**src/rtl/vote_pkg.sv**
```systemverilog
// Shared types and constants for the vote result reporter: FSM states,
// record tags and winner-id encodings.
package vote_pkg;

  localparam int CNT_W_DEF = 32;

  typedef enum logic [2:0] {
    ST_IDLE    = 3'd0,
    ST_CAPTURE = 3'd1,
    ST_CMP1    = 3'd2,
    ST_CMP2    = 3'd3,
    ST_SEND    = 3'd4,
    ST_DONE    = 3'd5
  } state_t;

  localparam logic [1:0] TAG_CAND1 = 2'd0;
  localparam logic [1:0] TAG_CAND2 = 2'd1;
  localparam logic [1:0] TAG_CAND3 = 2'd2;
  localparam logic [1:0] TAG_WIN   = 2'd3;

  // Winner ids; id 0 is reserved to mean "tie, no single winner".
  localparam logic [1:0] WIN_TIE = 2'd0;
  localparam logic [1:0] ID_C1   = 2'd1;
  localparam logic [1:0] ID_C2   = 2'd2;
  localparam logic [1:0] ID_C3   = 2'd3;

endpackage

```
**src/rtl/vote_max2.sv**
```systemverilog
// Combinational max of two (id, count) pairs plus an equality flag.
// On equal counts pair a is returned; callers use eq to flag the tie.
module vote_max2 import vote_pkg::*; #(
  parameter int CNT_W = CNT_W_DEF
) (
  input  logic [1:0]       a_id,
  input  logic [CNT_W-1:0] a_cnt,
  input  logic [1:0]       b_id,
  input  logic [CNT_W-1:0] b_cnt,
  output logic [1:0]       max_id,
  output logic [CNT_W-1:0] max_cnt,
  output logic             eq
);

  always_comb begin
    eq      = (a_cnt == b_cnt);
    max_id  = a_id;
    max_cnt = a_cnt;
    if (b_cnt > a_cnt) begin
      max_id  = b_id;
      max_cnt = b_cnt;
    end
  end

endmodule

```
**src/rtl/vote_result_reporter.sv**
```systemverilog
// Snapshots three candidate tallies when voting closes, finds the winner with
// a shared 2-input max unit, and streams four valid/ready records.
module vote_result_reporter import vote_pkg::*; #(
  parameter int CNT_W = CNT_W_DEF
) (
  input  logic             clk,
  input  logic             rst,
  input  logic             i_voting_over,
  input  logic [CNT_W-1:0] i_count1,
  input  logic [CNT_W-1:0] i_count2,
  input  logic [CNT_W-1:0] i_count3,
  output logic             o_valid,
  input  logic             i_ready,
  output logic [1:0]       o_tag,
  output logic [CNT_W-1:0] o_data,
  output logic             o_busy,
  output logic             o_done,
  output logic [2:0]       o_state
);

  // Handshake: a record moves on a rising clk edge where o_valid && i_ready.
  // o_valid is a register, never a function of i_ready; once raised it holds
  // with o_tag/o_data stable until accepted.

  state_t state, state_nxt;

  logic             prev_vo;
  logic [CNT_W-1:0] snap1, snap2, snap3;
  logic [1:0]       best_id;
  logic [CNT_W-1:0] best_cnt;
  logic             tie;

  logic [1:0]       cmp_a_id, cmp_b_id, m_id;
  logic [CNT_W-1:0] cmp_a_cnt, cmp_b_cnt, m_cnt;
  logic             m_eq;
  logic             tie_win;

  logic [1:0]       load_tag;
  logic [CNT_W-1:0] rec_data;
  logic [CNT_W-1:0] win_word;
  logic             load_rec;
  logic             last_acc;

  // State register
  always_ff @(posedge clk or posedge rst) begin
    if (rst) state <= ST_IDLE;
    else     state <= state_nxt;
  end

  // Next state and status outputs
  always_comb begin
    state_nxt = state;
    o_busy    = 1'b0;
    o_done    = 1'b0;
    case (state)
      ST_IDLE: begin
        if (i_voting_over && !prev_vo) state_nxt = ST_CAPTURE;
      end
      ST_CAPTURE: begin
        o_busy    = 1'b1;
        state_nxt = ST_CMP1;
      end
      ST_CMP1: begin
        o_busy    = 1'b1;
        state_nxt = ST_CMP2;
      end
      ST_CMP2: begin
        o_busy    = 1'b1;
        state_nxt = ST_SEND;
      end
      ST_SEND: begin
        o_busy = 1'b1;
        if (last_acc) state_nxt = ST_DONE;
      end
      ST_DONE: begin
        o_done = 1'b1;
      end
      default: state_nxt = ST_IDLE;
    endcase
  end

  assign o_state = state;

  // The single max unit serves both compare steps.
  always_comb begin
    cmp_a_id  = ID_C1;
    cmp_a_cnt = snap1;
    cmp_b_id  = ID_C2;
    cmp_b_cnt = snap2;
    if (state == ST_CMP2) begin
      cmp_a_id  = best_id;
      cmp_a_cnt = best_cnt;
      cmp_b_id  = ID_C3;
      cmp_b_cnt = snap3;
    end
  end

  vote_max2 #(.CNT_W(CNT_W)) u_max2 (
    .a_id    (cmp_a_id),
    .a_cnt   (cmp_a_cnt),
    .b_id    (cmp_b_id),
    .b_cnt   (cmp_b_cnt),
    .max_id  (m_id),
    .max_cnt (m_cnt),
    .eq      (m_eq)
  );

  // A tie with candidate 3, or an earlier tie that candidate 3 did not beat.
  assign tie_win = m_eq || (tie && (m_id != ID_C3));

  assign win_word = {{(CNT_W-3){1'b0}}, tie, best_id};
  assign last_acc = o_valid && i_ready && (o_tag == TAG_WIN);
  assign load_rec = (state == ST_SEND) && !last_acc && (!o_valid || i_ready);
  assign load_tag = o_valid ? (o_tag + 2'd1) : TAG_CAND1;

  always_comb begin
    rec_data = win_word;
    case (load_tag)
      TAG_CAND1: rec_data = snap1;
      TAG_CAND2: rec_data = snap2;
      TAG_CAND3: rec_data = snap3;
      default:   rec_data = win_word;
    endcase
  end

  always_ff @(posedge clk or posedge rst) begin
    if (rst) begin
      prev_vo  <= 1'b0;
      snap1    <= '0;
      snap2    <= '0;
      snap3    <= '0;
      best_id  <= WIN_TIE;
      best_cnt <= '0;
      tie      <= 1'b0;
      o_valid  <= 1'b0;
      o_tag    <= TAG_CAND1;
      o_data   <= '0;
    end else begin
      prev_vo <= i_voting_over;
      case (state)
        ST_CAPTURE: begin
          snap1 <= i_count1;
          snap2 <= i_count2;
          snap3 <= i_count3;
        end
        ST_CMP1: begin
          best_id  <= m_id;
          best_cnt <= m_cnt;
          tie      <= m_eq;
        end
        ST_CMP2: begin
          best_id  <= tie_win ? WIN_TIE : m_id;
          best_cnt <= m_cnt;
          tie      <= tie_win;
        end
        ST_SEND: begin
          if (last_acc) begin
            o_valid <= 1'b0;
          end else if (load_rec) begin
            o_valid <= 1'b1;
            o_tag   <= load_tag;
            o_data  <= rec_data;
          end
        end
        default: ;
      endcase
    end
  end

endmodule

```
**config.mk**
```make
export PLATFORM = sky130hd
export DESIGN_NAME = vote_result_reporter
export DESIGN_NICKNAME = d
export VERILOG_FILES = /design/src/rtl/vote_pkg.sv /design/src/rtl/vote_max2.sv /design/src/rtl/vote_result_reporter.sv
export SDC_FILE = /design/constraint.sdc
export NUM_CORES = 1
export LEC_CHECK = 0
export ABC_AREA = 1
export BUFFER_PORTS_ARGS = -buffer_cell sky130_fd_sc_hd__buf_2
export CORE_MARGIN = 2
export CORE_UTILIZATION = 40
export CTS_CLUSTER_DIAMETER = 60
export DETAILED_ROUTE_END_ITERATION = 10
export GPL_ROUTABILITY_DRIVEN = 1
export PLACE_DENSITY = 0.64
export SETUP_SLACK_MARGIN = 0.1
export SLEW_MARGIN = 20
export SYNTH_ARGS = -nofsm -noshare
export SYNTH_HDL_FRONTEND = slang
export SYNTH_HIERARCHICAL = 1
export SYNTH_SLANG_ARGS = --single-unit
```
**constraint.sdc**
```tcl
create_clock -name clk -period 5.5 [get_ports clk]
set_input_delay 0 -clock clk [delete_from_list [all_inputs] [get_ports clk]]
set_output_delay 0 -clock clk [all_outputs]
set_load 0.005 [all_outputs]
```
Word-level counts from Yosys, hierarchy flattened
Cells that the tools add are included.

storage, ports and cells
  output and inout port bits = 40
  bits of input ports = 100
  bits in registers = 170
  logic and storage cells = 65

operators by class
  equal/unequal tests = 12
  order comparisons = 1
  $add $sub $neg = 1
  reductions and logical operators = 20
  multiplexer cells = 18
  bitwise gates (word level) = 2

operators by type and width
  operator                                                                number
  32-bit 2-to-1 mux                                                       3
  32-bit one-hot mux with 3 select lines                                  1
  32-bit equality test                                                    1
  32-bit greater-than comparator                                          1
  3-bit one-hot mux with 6 select lines                                   1
  2-bit 2-to-1 mux                                                        4
  3-bit by 2-bit equality test with 1-bit output (second input constant)  2
  3-bit equality test (second input constant)                             2
  1-bit logical AND                                                       6
  3-bit 2-to-1 mux                                                        2
  2-bit != test (second input constant)                                   3
  3-bit AND reduction                                                     2
  1-bit 2-to-1 mux                                                        5
  2-bit equality test (second input constant)                             2
  2-bit one-hot mux with 2 select lines                                   1
  2-bit nonzero test                                                      2
  4-bit OR reduction                                                      1
  3-bit by 1-bit equality test with 1-bit output (second input constant)  1
  1-bit logical NOT                                                       3
  3-bit logical NOT                                                       1
  2-bit by 1-bit adder with 2-bit output (second input constant)          1
  2-bit by 1-bit equality test with 1-bit output (second input constant)  1
  2-bit logical NOT                                                       1
  1-bit logical OR                                                        2
  4 further kinds                                                         5

Logic depth before layout (Yosys ltp)
Gate-level depths: netlist of run 1.

  depth after elaboration = 9
  gate-level depth with buffers = 26

Hierarchy
The synthesis of run 1 kept the hierarchy.

by module, submodules not included
  module                times used  sequential area each (µm²)  cells each  area an instance (µm²)
  vote_result_reporter  1           4254.1                      1063        7996.4
  vote_max2             1           0.0                         257         1467.7

Worst setup path after synthesis of run 1
No wires, ideal clock.

  path type = register to register
  start = reg state[2] (netlist: o_state[2])
  end = reg best_id[0]
  stages on the path, launching flop included = 24
  library setup time = 0.126 ns
  required time = 5.374 ns
  arrival time = 2.752 ns
  slack = 2.622 ns
  path through = dfrtp_1 > inv_2 > nand3_2 > buf_2 > buf_2 > o21ai_1 > inv_1 > ha_1 > nand2_1 > nor2_2 > nand2_1 > inv_2 > nand4_2 > inv_2 > nand2_2 > nand2_4 > nand2_8 > buf_8 > nand2_2 > nand2_1 > a21oi_1 > nand2_1 > nand2_1 > o21ai_0

between the ends
  longest elaborated chain between the ends = 9
  elaborated cells on any way between the ends = 15

RTL lines
  element                                           line                         text
  start, declared                                   vote_result_reporter.sv:25   state_t state, state_nxt;
  start signal, assigned                            vote_result_reporter.sv:47   else state <= state_nxt;
  3-bit by 2-bit equality test with 1-bit output *  vote_result_reporter.sv:90   if (state == ST_CMP2) begin
  32-bit 2-to-1 mux *                               vote_result_reporter.sv:90
  named net cmp_a_cnt[30]                           vote_result_reporter.sv:34   logic [CNT_W-1:0] cmp_a_cnt, cmp_b_cnt, m_cnt;
  32-bit greater-than comparator *                  vote_max2.sv:19              if (b_cnt > a_cnt) begin
  2-bit 2-to-1 mux *                                vote_max2.sv:19
  named net m_id[0]                                 vote_result_reporter.sv:33   logic [1:0] cmp_a_id, cmp_b_id, m_id;
  2-bit != test                                     vote_result_reporter.sv:109  assign tie_win = m_eq || (tie && (m_id != ID_C3));
  1-bit logical AND                                 vote_result_reporter.sv:109
  1-bit logical OR                                  vote_result_reporter.sv:109
  2-bit 2-to-1 mux                                  vote_result_reporter.sv:152  best_id <= tie_win ? WIN_TIE : m_id;
  2-bit one-hot mux with 2 select lines *           vote_result_reporter.sv:140  case (state)
  end signal, assigned                              vote_result_reporter.sv:147  best_id <= m_id;
  end signal, assigned                              vote_result_reporter.sv:152
  end, declared                                     vote_result_reporter.sv:29   logic [1:0] best_id;

Mark *: on every way through the listed nets, which the timed path passes. The rest lies on a longest branch.
A chain may end at the register's enable or synchronous reset.

Worst setup path in the final report of run 1
  start = reg state[2] (netlist: o_state[2])
  end = reg best_id[1]

The elaborated chain is that of the path after synthesis.

==> reports/metrics.yaml, run 1 <==
outcome: "finished, final reports clean"
initialDrtViolationCount: 495
synth_common_cells: "nand2_1, dfrtp_1, inv_1"
grt_pass1_vias: 8253
antenna_left: 0
wl_per_cell_um: 13.0
clk_latency_ns: 0.44
drv_slew: 0
drive_gt1_share_pct: 14.0
firstDrtPassIters: 5
routabilityCongestion: 0.784
postCtsResizedCells: 0
die_h_um: 158
design.die.area_sq_um: 24900
dp.cells: 1718
dp.final_hpwl_um: 15600
cts_root_buf: "clkbuf_16"
leakage_nw: 6.55
worstPathMaxFanout: 55
synth-main-ff-cell: "dfrtp_1"
boundaryPins: 140
die_w_um: 158
synth_top_area_cell: "dfrtp_1"
hold_viol_final: 0
setup_viol: 0
rows: 56
fin_cells: 1849
ys_top_cells_by_area: "dfrtp_1, nand2_1, inv_1"
cap_violations: 0
cp-endpoint: "best_id[1]$_DFFE_PP0P_"
synthArstFlopShare_pct: 100
cts_tree: "built"
num_vias: 8734
critical_path.startpoint_type: "flip-flop"
coreArea_sq_um: 23300
reg2reg_to: "best_id[1]$_DFFE_PP0P_"
drc_errors: 0
clock_skew_ns: 0.0147
startpoint: "o_state[2]$_DFFE_PP0P_"
synth_edf_count: 0
power_density_nw_per_um2: 613
area_growth_pct: 24.6
grt_pass1_wl_um: 39800
rsz0062_at_grt: "false"
ys_seq_area_share_pct: 44.9
yosys.cell_types.count: 32
peakVddDrop_uv: 405
vias_per_cell: 4.72
avgSynthCellArea_sq_um: 7.17
power_mw: 7.22
syn_area_sq_um: 9460
cts.sinks: 170
worstPathArrival_ns: 4.46
grt_max_degree: 103
max_freq_mhz: 243
portBuffers: 139
clk_pin_slew_ns: 0.07
cp.required_ns: 5.84
synth.most_common_cell: "nand2_1"
numCtsBuffers: 17
ys_ff_latch: 170
cts.htree.levels: 4
tns_ns: 0
end_kind: "flip-flop"
initial_core_util_pct: 40.6
reg2reg_from: "o_state[2]$_DFFE_PP0P_"
min_path_type: "in2async"
ys.warnings.count: 6
fin_nets: 1650
fin_crit_ns: 4.12
ff2ff_path_depth: 21
critPathKind: "reg2reg"
clockBufferDepth: 2
antenna_found_initial: 0
wirelength_um: 24100
syn_inst: 1320
n_antenna_cell: 0
period_share_pct: 74.9
r2r_setup_slack_ns: 1.38
postCtsSetupRepairBufs: 0
grt_usage_pct: 19.8
global_route.overflow_total: 0
synth_top_area_share_pct: 44.9
worst_slew_pin_slew_ns: 1.05
max_slew_margin_pct: 29.9
synth_fp_nets: 1453
holdBufCountCts: 99
## where the power goes
part           leakage (nW)  switching, mW  internal (mW)
combinational          4.20           2.49           1.36
clock                 0.263          0.531          0.606
sequential             2.09          0.398           1.84
total                  6.55           3.42           3.80
## cell usage in the layout, fill, tap and decap left out
cell type | synthesis | layout
inv_6 | 0 | 4
clkbuf_8 | 0 | 2
o21ai_1 | 44 | 44
nand3_4 | 1 | 3
nor2_2 | 5 | 5
o21ai_0 | 74 | 74
nand3_1 | 105 | 105
a21oi_2 | 1 | 1
clkinv_2 | 0 | 3
o21a_1 | 1 | 1
clkbuf_16 | 0 | 17
buf_2 | 37 | 139
inv_1 | 153 | 152
nand2_8 | 1 | 1
buf_4 | 10 | 10
conb_1 | 1 | 1
nand2_4 | 1 | 1
inv_2 | 7 | 7
clkinvlp_4 | 0 | 3
clkinv_4 | 0 | 3
nand2_1 | 537 | 537
nor3_2 | 1 | 1
dfrtp_1 | 170 | 170
clkinv_1 | 1 | 1
o211ai_1 | 1 | 1
nand4_2 | 1 | 1
dlygate4sd3_1 | 0 | 99
a21o_1 | 1 | 1
a21oi_1 | 45 | 45
or2_2 | 1 | 1
ha_1 | 33 | 33
clkbuf_1 | 19 | 1
nand4_1 | 3 | 3
nor2_1 | 48 | 48
nand2_2 | 12 | 12
## kinds of logic after synthesis
logic type / Yosys count / synth area share (%)
adders and majority gates: 33 / 4.36
buffers and inverters: 231 / 10.6
other: 1 / 0.0396
and+or+nand+nor: 718 / 31.1
AOI/OAI and AO/OA: 167 / 8.95
DFF: 170 / 44.9
## routing by layer
metal	part of all wire, %	track usage (%)	up-vias
met5	0	0	-
met4	0.99	4.55	0
met3	3.5	3.48	22
met2	47	32.7	175
met1	49	27.2	4044
li1	-	-	4493
## registers in the layout, indices dropped and copies added, names as in the netlist
register	cells
best_cnt	32
o_data	32
snap1	32
snap2	32
snap3	32
o_state	3
best_id	2
o_tag	2
o_valid	1
prev_vo	1
tie	1
## metrics by stage
stage	area (sq um)	worst slack, ns	utilization [%]	hold WS [ns]
floorplan	9460	0.897	-	0.0314
global placement	10300	1.49	44.0	-0.0119
detailed placement	10300	1.36	44.0	-0.00713
CTS	11800	1.35	50.5	0.0765
global route	11800	0.909	50.5	0.107
finish	11800	1.38	50.5	0.0827
## layout make-up
cell class / count / area (sq um)
Sequential cell: 170 / 4250
Timing Repair Buffer: 248 / 1760
Clock inverter: 12 / 90.1
Fill cell: 2286 / 11500
Clock buffer: 20 / 457
Tap cell: 319 / 399
Inverter: 161 / 609
Multi-Input combinational cell: 919 / 4220
## how the worst min path moves through the flow
stage	startpoint	endpoint	slack, ns	cells after the start
floorplan	i_voting_over	prev_vo$_DFF_PP0_	0.03	0
global placement	rst	snap2[0]$_DFFE_PP0P_	-0.01	2
detailed placement	rst	o_state[2]$_DFFE_PP0P_	-0.007	2
CTS	rst	snap3[29]$_DFFE_PP0P_	0.08	3
global route	rst	snap2[30]$_DFFE_PP0P_	0.11	3
finish	rst	snap2[30]$_DFFE_PP0P_	0.08	3
## critical path: stages, from the launching register on
cell     delay [ns]
dfrtp_1        0.44
inv_2          0.15
nand3_4        0.46
inv_2          0.62
nand2_1        0.11
nand2_1        0.10
inv_1          0.04
ha_1           0.29
nand2_1        0.08
nor2_2         0.12
nand2_1        0.07
inv_2          0.07
nand4_2        0.07
inv_2          0.10
nand3_4        0.36
nand2_8        0.40
nand2_1        0.08
nand2_1        0.08
a21oi_1        0.06
nand2_1        0.08
nand2_1        0.07
o21ai_0        0.16
Note: power is estimated with default switching activity, not from simulation.
==> inputs of run 2 (changes only) <==
PLACE_DENSITY = 0.67   (was 0.64)
clock period = 3.7 ns   (was 5.5 ns; I/O delays follow)
==> run 2 against run 1 <==
Flip-flop and latch count unchanged. Combinational power is 52% higher. Clock skew decreased by 0.00089 ns. Sequential share of layout area decreased by 0.33 points. Sequential power is 48% higher.
==> reports/metrics.yaml, run 2 (synthesis gave the netlist of run 1 again) <==
worst_path_dominant_cell_family: "simple AND/OR/NAND/NOR gates"
drive_gt1_share_pct: 14.4
power_density_nw_per_um2: 916
cts.sinks: 170
critPathKind: "reg2reg"
setup_viol: 0
slowest_delay_ns: 0.45
boundaryPins: 140
reg2reg_from: "o_state[2]$_DFFE_PP0P_"
whs_ns: 0.238
cp_common_cell: "nand2_1"
outcome: "finished, final reports clean"
max_slew_margin_pct: 36.7
worstPathArrival_ns: 3.54
vias_per_cell: 4.74
grt_usage_pct: 20.6
clk_latency_ns: 0.43
cap_violations: 0
min_from: "i_voting_over"
fin_cells: 1855
power_mw: 10.9
dp.final_hpwl_um: 15600
firstDrtPassIters: 7
dp.cells: 1724
rows: 56
layout_common_cells: "nand2_1, dfrtp_1, inv_1"
place_ws_ns: 0.358
postCtsSetupRepairBufs: 0
die_h_um: 158
crit_chain: "inv_2 -> nand3_4 -> buf_12 -> o21ai_0 -> inv_1 -> ha_1 -> nand2_1 -> nor2_1 -> nand2_1 -> inv_2 -> nand4_2 -> inv_2 -> nand3_4 -> buf_4 -> nand3_1 -> nand2_1 -> a21oi_1 -> nand2_1 -> nand2_1 -> o21ai_0"
critical_path.startpoint_type: "flip-flop"
cts_root_buf: "clkbuf_16"
wirelength_um: 24400
crit_buf_inv: 6
coreArea_sq_um: 23300
portBuffers: 139
grt_max_degree: 171
die_w_um: 158
clk_pin_slew_ns: 0.07
n_antenna_cell: 0
area_growth_pct: 25.8
grt_pass1_vias: 8530
leakage_nw: 6.59
antenna_left: 0
period_share_pct: 87.4
initialDrtViolationCount: 445
cts.htree.levels: 4
antenna_found_initial: 0
slowest_stage: "dfrtp_1"
global_route.overflow_total: 0
peakVddDrop_uv: 549
cp.required_ns: 4.01
end_kind: "flip-flop"
numCtsBuffers: 17
clock_skew_ns: 0.0139
cts_tree: "built"
initial_core_util_pct: 40.6
grt_pass1_wl_um: 40900
fin_nets: 1656
startpoint: "o_state[2]$_DFFE_PP0P_"
clockBufferDepth: 2
fin_crit_ns: 3.23
wl_per_cell_um: 13.2
max_freq_mhz: 309
worst_slew_pin_slew_ns: 0.950
rsz0062_at_grt: "false"
final_common_cell: "nand2_1"
drc_errors: 0
hold_viol_final: 0
min_path_type: "in2reg"
design.die.area_sq_um: 24900
timing.final.ws_setup_ns: 0.466
tns_ns: 0
worstPathMaxFanout: 58
num_vias: 8793
drv_slew: 0
routabilityCongestion: 0.826
[run 2: changes by cell type in the layout (fill, tap and decap cells not counted), sizes merged]
cell | previous run | this run
buf | 149 | 155
clkbuf | 20 | 18
clkinv | 7 | 2
clkinvlp | 3 | 4
inv | 163 | 169
[run 2: routing by layer]
metal	track usage, %	vias up	wire, um
li1	-	4506	-
met1	26.8	4051	11300
met2	35.0	212	11700
met3	4.22	24	1110
met4	5.41	0	323
met5	0	-	0
[run 2: power by group]
part | internal [mW] | switching, mW | leakage [nW]
registers | 2.73 | 0.591 | 2.09
logic | 2.10 | 3.75 | 4.24
clock network | 0.905 | 0.826 | 0.270
[run 2: final timing paths]
path / to / cells past startpoint / slack (ns)
max: best_id[1]$_DFFE_PP0P_ / 20 / 0.47
min: prev_vo$_DFF_PP0_ / 2 / 0.24
max reg2reg: best_id[1]$_DFFE_PP0P_ / 20 / 0.47
min reg2reg: o_data[29]$_DFFE_PP0P_ / 2 / 0.47
max in group asynchronous: o_data[18]$_DFFE_PP0P_ / 4 / 2.63
min in group asynchronous: prev_vo$_DFF_PP0_ / 4 / 0.36
[run 2: worst register-to-register path: cells and delay by family, from the launching register on]
| kind | cells | cell delay [ns] |
|---|---|---|
| buffers and inverters | 6 | 0.90 |
| DFF | 1 | 0.45 |
| adders and majority gates | 1 | 0.31 |
| AOI/OAI and AO/OA | 3 | 0.52 |
| and+or+nand+nor | 10 | 0.97 |
[run 2: area by class of cell]
class	count	area [sq um]
Tap cell	319	399
Clock inverter	14	124
Fill cell	2268	11400
Multi-Input combinational cell	919	4220
Clock buffer	18	439
Timing Repair Buffer	254	1850
Sequential cell	170	4250
Inverter	161	611
[run 2: repair_timing]
item | 4_1_cts | 5_1_grt
gates resized for setup | 0 | 4
endpoints found under the hold margin | 269 | 0
setup endpoints to repair | 0 | 17
hold buffers | 99 | 0
[run 2: through the flow]
| stage | utilization, % | area [sq um] |
|---|---|---|
| after detailed placement | 44.3 | 10300 |
| after CTS | 51.0 | 11900 |
| after global placement | 44.3 | 10300 |
| final | 51.0 | 11900 |
| after floorplan | - | 9470 |
| after global routing | 51.0 | 11900 |
==> inputs of run 3 (changes only) <==
CORE_UTILIZATION = 30   (was 40)
PLACE_DENSITY = 0.54   (was 0.67)
==> run 3 against run 2 <==
Setup slack got worse by 0.014 ns. Final cell count rose by 4.6%. Register-to-register slack about the same. First-iteration DRC count up 5.4%. Count of clock-buffer cells in the layout decreased by 1. Total power increased by 2.1%. Non-clock buffer count increased by 2. Design area increased by 1.5%. Flip-flop and latch count is the same. Critical path depth up 2. Global-route usage is 4.2 points lower. Hold slack worse by 0.010 ns. Critical path type unchanged. Critical endpoint is now best_id[0]$_DFFE_PP0P_.
==> reports/metrics.yaml, run 3 (synthesis gave the netlist of run 1 again) <==
outcome: "finished, final reports clean"
dp.cells: 1809
n_antenna_cell: 0
coreArea_sq_um: 31300
clock_skew_ns: 0.0118
reg2reg_from: "o_state[2]$_DFFE_PP0P_"
routabilityCongestion: 0.820
grtUsageMet3_pct: 2.43
grt_max_degree: 171
crit_chain: "inv_2 -> nand3_4 -> inv_4 -> buf_4 -> nand2_1 -> nand2_1 -> inv_1 -> ha_1 -> nand2_1 -> nor2_2 -> nand2_1 -> inv_2 -> nand4_2 -> inv_2 -> nand3_4 -> buf_4 -> nand3_1 -> nand2_1 -> a21oi_1 -> nand2_1 -> nand2_1 -> o21ai_0"
cp_common_cell: "nand2_1"
vias_per_cell: 4.48
max_freq_mhz: 308
grt_usage_pct: 16.4
global_route.overflow_total: 0
wirelength_um: 26200
fin_nets: 1659
worst_slew_pin_slew_ns: 0.931
critical_path.startpoint_type: "flip-flop"
hold_viol_final: 0
critPathKind: "reg2reg"
use_met1_pct: 22.9
min_path_type: "in2reg"
grt_pass1_vias: 8602
dp.final_hpwl_um: 17300
grtUsageMet2_pct: 27.0
setup_viol: 0
fin_crit_ns: 3.25
portBuffers: 139
layout_common_cells: "nand2_1, dfrtp_1, inv_1"
worstPathArrival_ns: 3.55
cap_violations: 0
period_share_pct: 87.8
top_usage_layer: "met2"
rsz0062_at_grt: "false"
worstPathMaxFanout: 14
clk_latency_ns: 0.43
startpoint: "o_state[2]$_DFFE_PP0P_"
cts_root_buf: "clkbuf_16"
rows: 65
die_w_um: 182
final_common_cell: "nand2_1"
grt_pass1_wl_um: 44000
cts.htree.levels: 4
slowest_stage: "dfrtp_1"
drv_slew: 0
max_slew_margin_pct: 37.9
initialDrtViolationCount: 469
power_mw: 11.1
fin_cells: 1941
worst_path_dominant_cell_family: "simple AND/OR/NAND/NOR gates"
design.die.area_sq_um: 33000
n_fill_cell: 3244
numCtsBuffers: 17
antenna_found_initial: 0
peakVddDrop_uv: 376
cp.required_ns: 4.01
min_from: "i_voting_over"
firstDrtPassIters: 5
boundaryPins: 140
wl_per_cell_um: 13.5
postCtsSetupRepairBufs: 0
num_vias: 8693
die_h_um: 182
area_growth_pct: 27.6
drive_gt1_share_pct: 14.6
tns_ns: 0
cts.sinks: 170
clk_pin_slew_ns: 0.07
antenna_left: 0
crit_buf_inv: 7
initial_core_util_pct: 30.2
drc_errors: 0
slowest_delay_ns: 0.44
clockBufferDepth: 2
power_density_nw_per_um2: 922
end_kind: "flip-flop"
cts_tree: "built"
leakage_nw: 6.63
run 3: cell count changes in the layout (fill, tap and decap cells not counted), moves of 2 or more:
cell / before / now
buf_6: 2 / 0
buf_4: 11 / 13
o21ai_0: 74 / 69
inv_6: 8 / 6
buf_12: 3 / 5
o21ai_1: 44 / 49
run 3: power by group:
group	switching (mW)	total [mW]	internal, mW
logic	3.83	5.99	2.15
registers	0.599	3.33	2.73
clock network	0.861	1.82	0.956
run 3: through the flow:
stage,utilization [%],setup WS (ns),instance area (sq um),hold slack (ns)
4_1_cts,38.5,0.306,12100,0.226
3_5_place_dp,33.5,0.337,10500,0.130
3_3_place_gp,33.5,0.462,10500,0.129
5_1_grt,38.6,0.142,12100,0.244
6_report,38.6,0.452,12100,0.228
2_1_floorplan,-,0.822,9470,0.0314
run 3: area by class of cell:
| class | count | area (sq um) | share of cell area, % |
|---|---|---|---|
| inverter | 161 | 611 | 5.06 |
| tap | 402 | 503 | 4.17 |
| clock inverter | 15 | 158 | 1.31 |
| sequential | 170 | 4250 | 35.2 |
| timing repair buffer | 256 | 1880 | 15.6 |
| multi-input combinational | 920 | 4240 | 35.1 |
| clock buffer | 17 | 425 | 3.52 |
run 3: worst reg2reg max path: stages (launching register included):
cell	delay (ns)
dfrtp_1	0.44
inv_2	0.16
nand3_4	0.13
inv_4	0.19
buf_4	0.20
nand2_1	0.05
nand2_1	0.07
inv_1	0.05
ha_1	0.29
nand2_1	0.09
nor2_2	0.13
nand2_1	0.08
inv_2	0.07
nand4_2	0.08
inv_2	0.10
nand3_4	0.21
buf_4	0.26
nand3_1	0.09
nand2_1	0.08
a21oi_1	0.14
nand2_1	0.09
nand2_1	0.08
o21ai_0	0.07
run 3: path summary, 6_finish.rpt:
path / to / slack (ns) / cells past startpoint
max: best_id[0]$_DFFE_PP0P_ / 0.45 / 22
min: prev_vo$_DFF_PP0_ / 0.23 / 2
max reg2reg: best_id[0]$_DFFE_PP0P_ / 0.45 / 22
min reg2reg: o_data[2]$_DFFE_PP0P_ / 0.47 / 2
max in group asynchronous: o_data[17]$_DFFE_PP0P_ / 2.65 / 4
min in group asynchronous: prev_vo$_DFF_PP0_ / 0.39 / 4
run 3: routing by layer:
metal / share of wire [%] / routed length (um)
met2: 46 / 12000
met1: 50 / 13100
met3: 3.3 / 865
met4: 0.82 / 215
met5: 0 / 0
run 3: timing repair:
item,CTS,global route
setup endpoints to repair,0,3
hold buffers,99,0
endpoints found under the hold margin,269,0
resized for setup,0,7
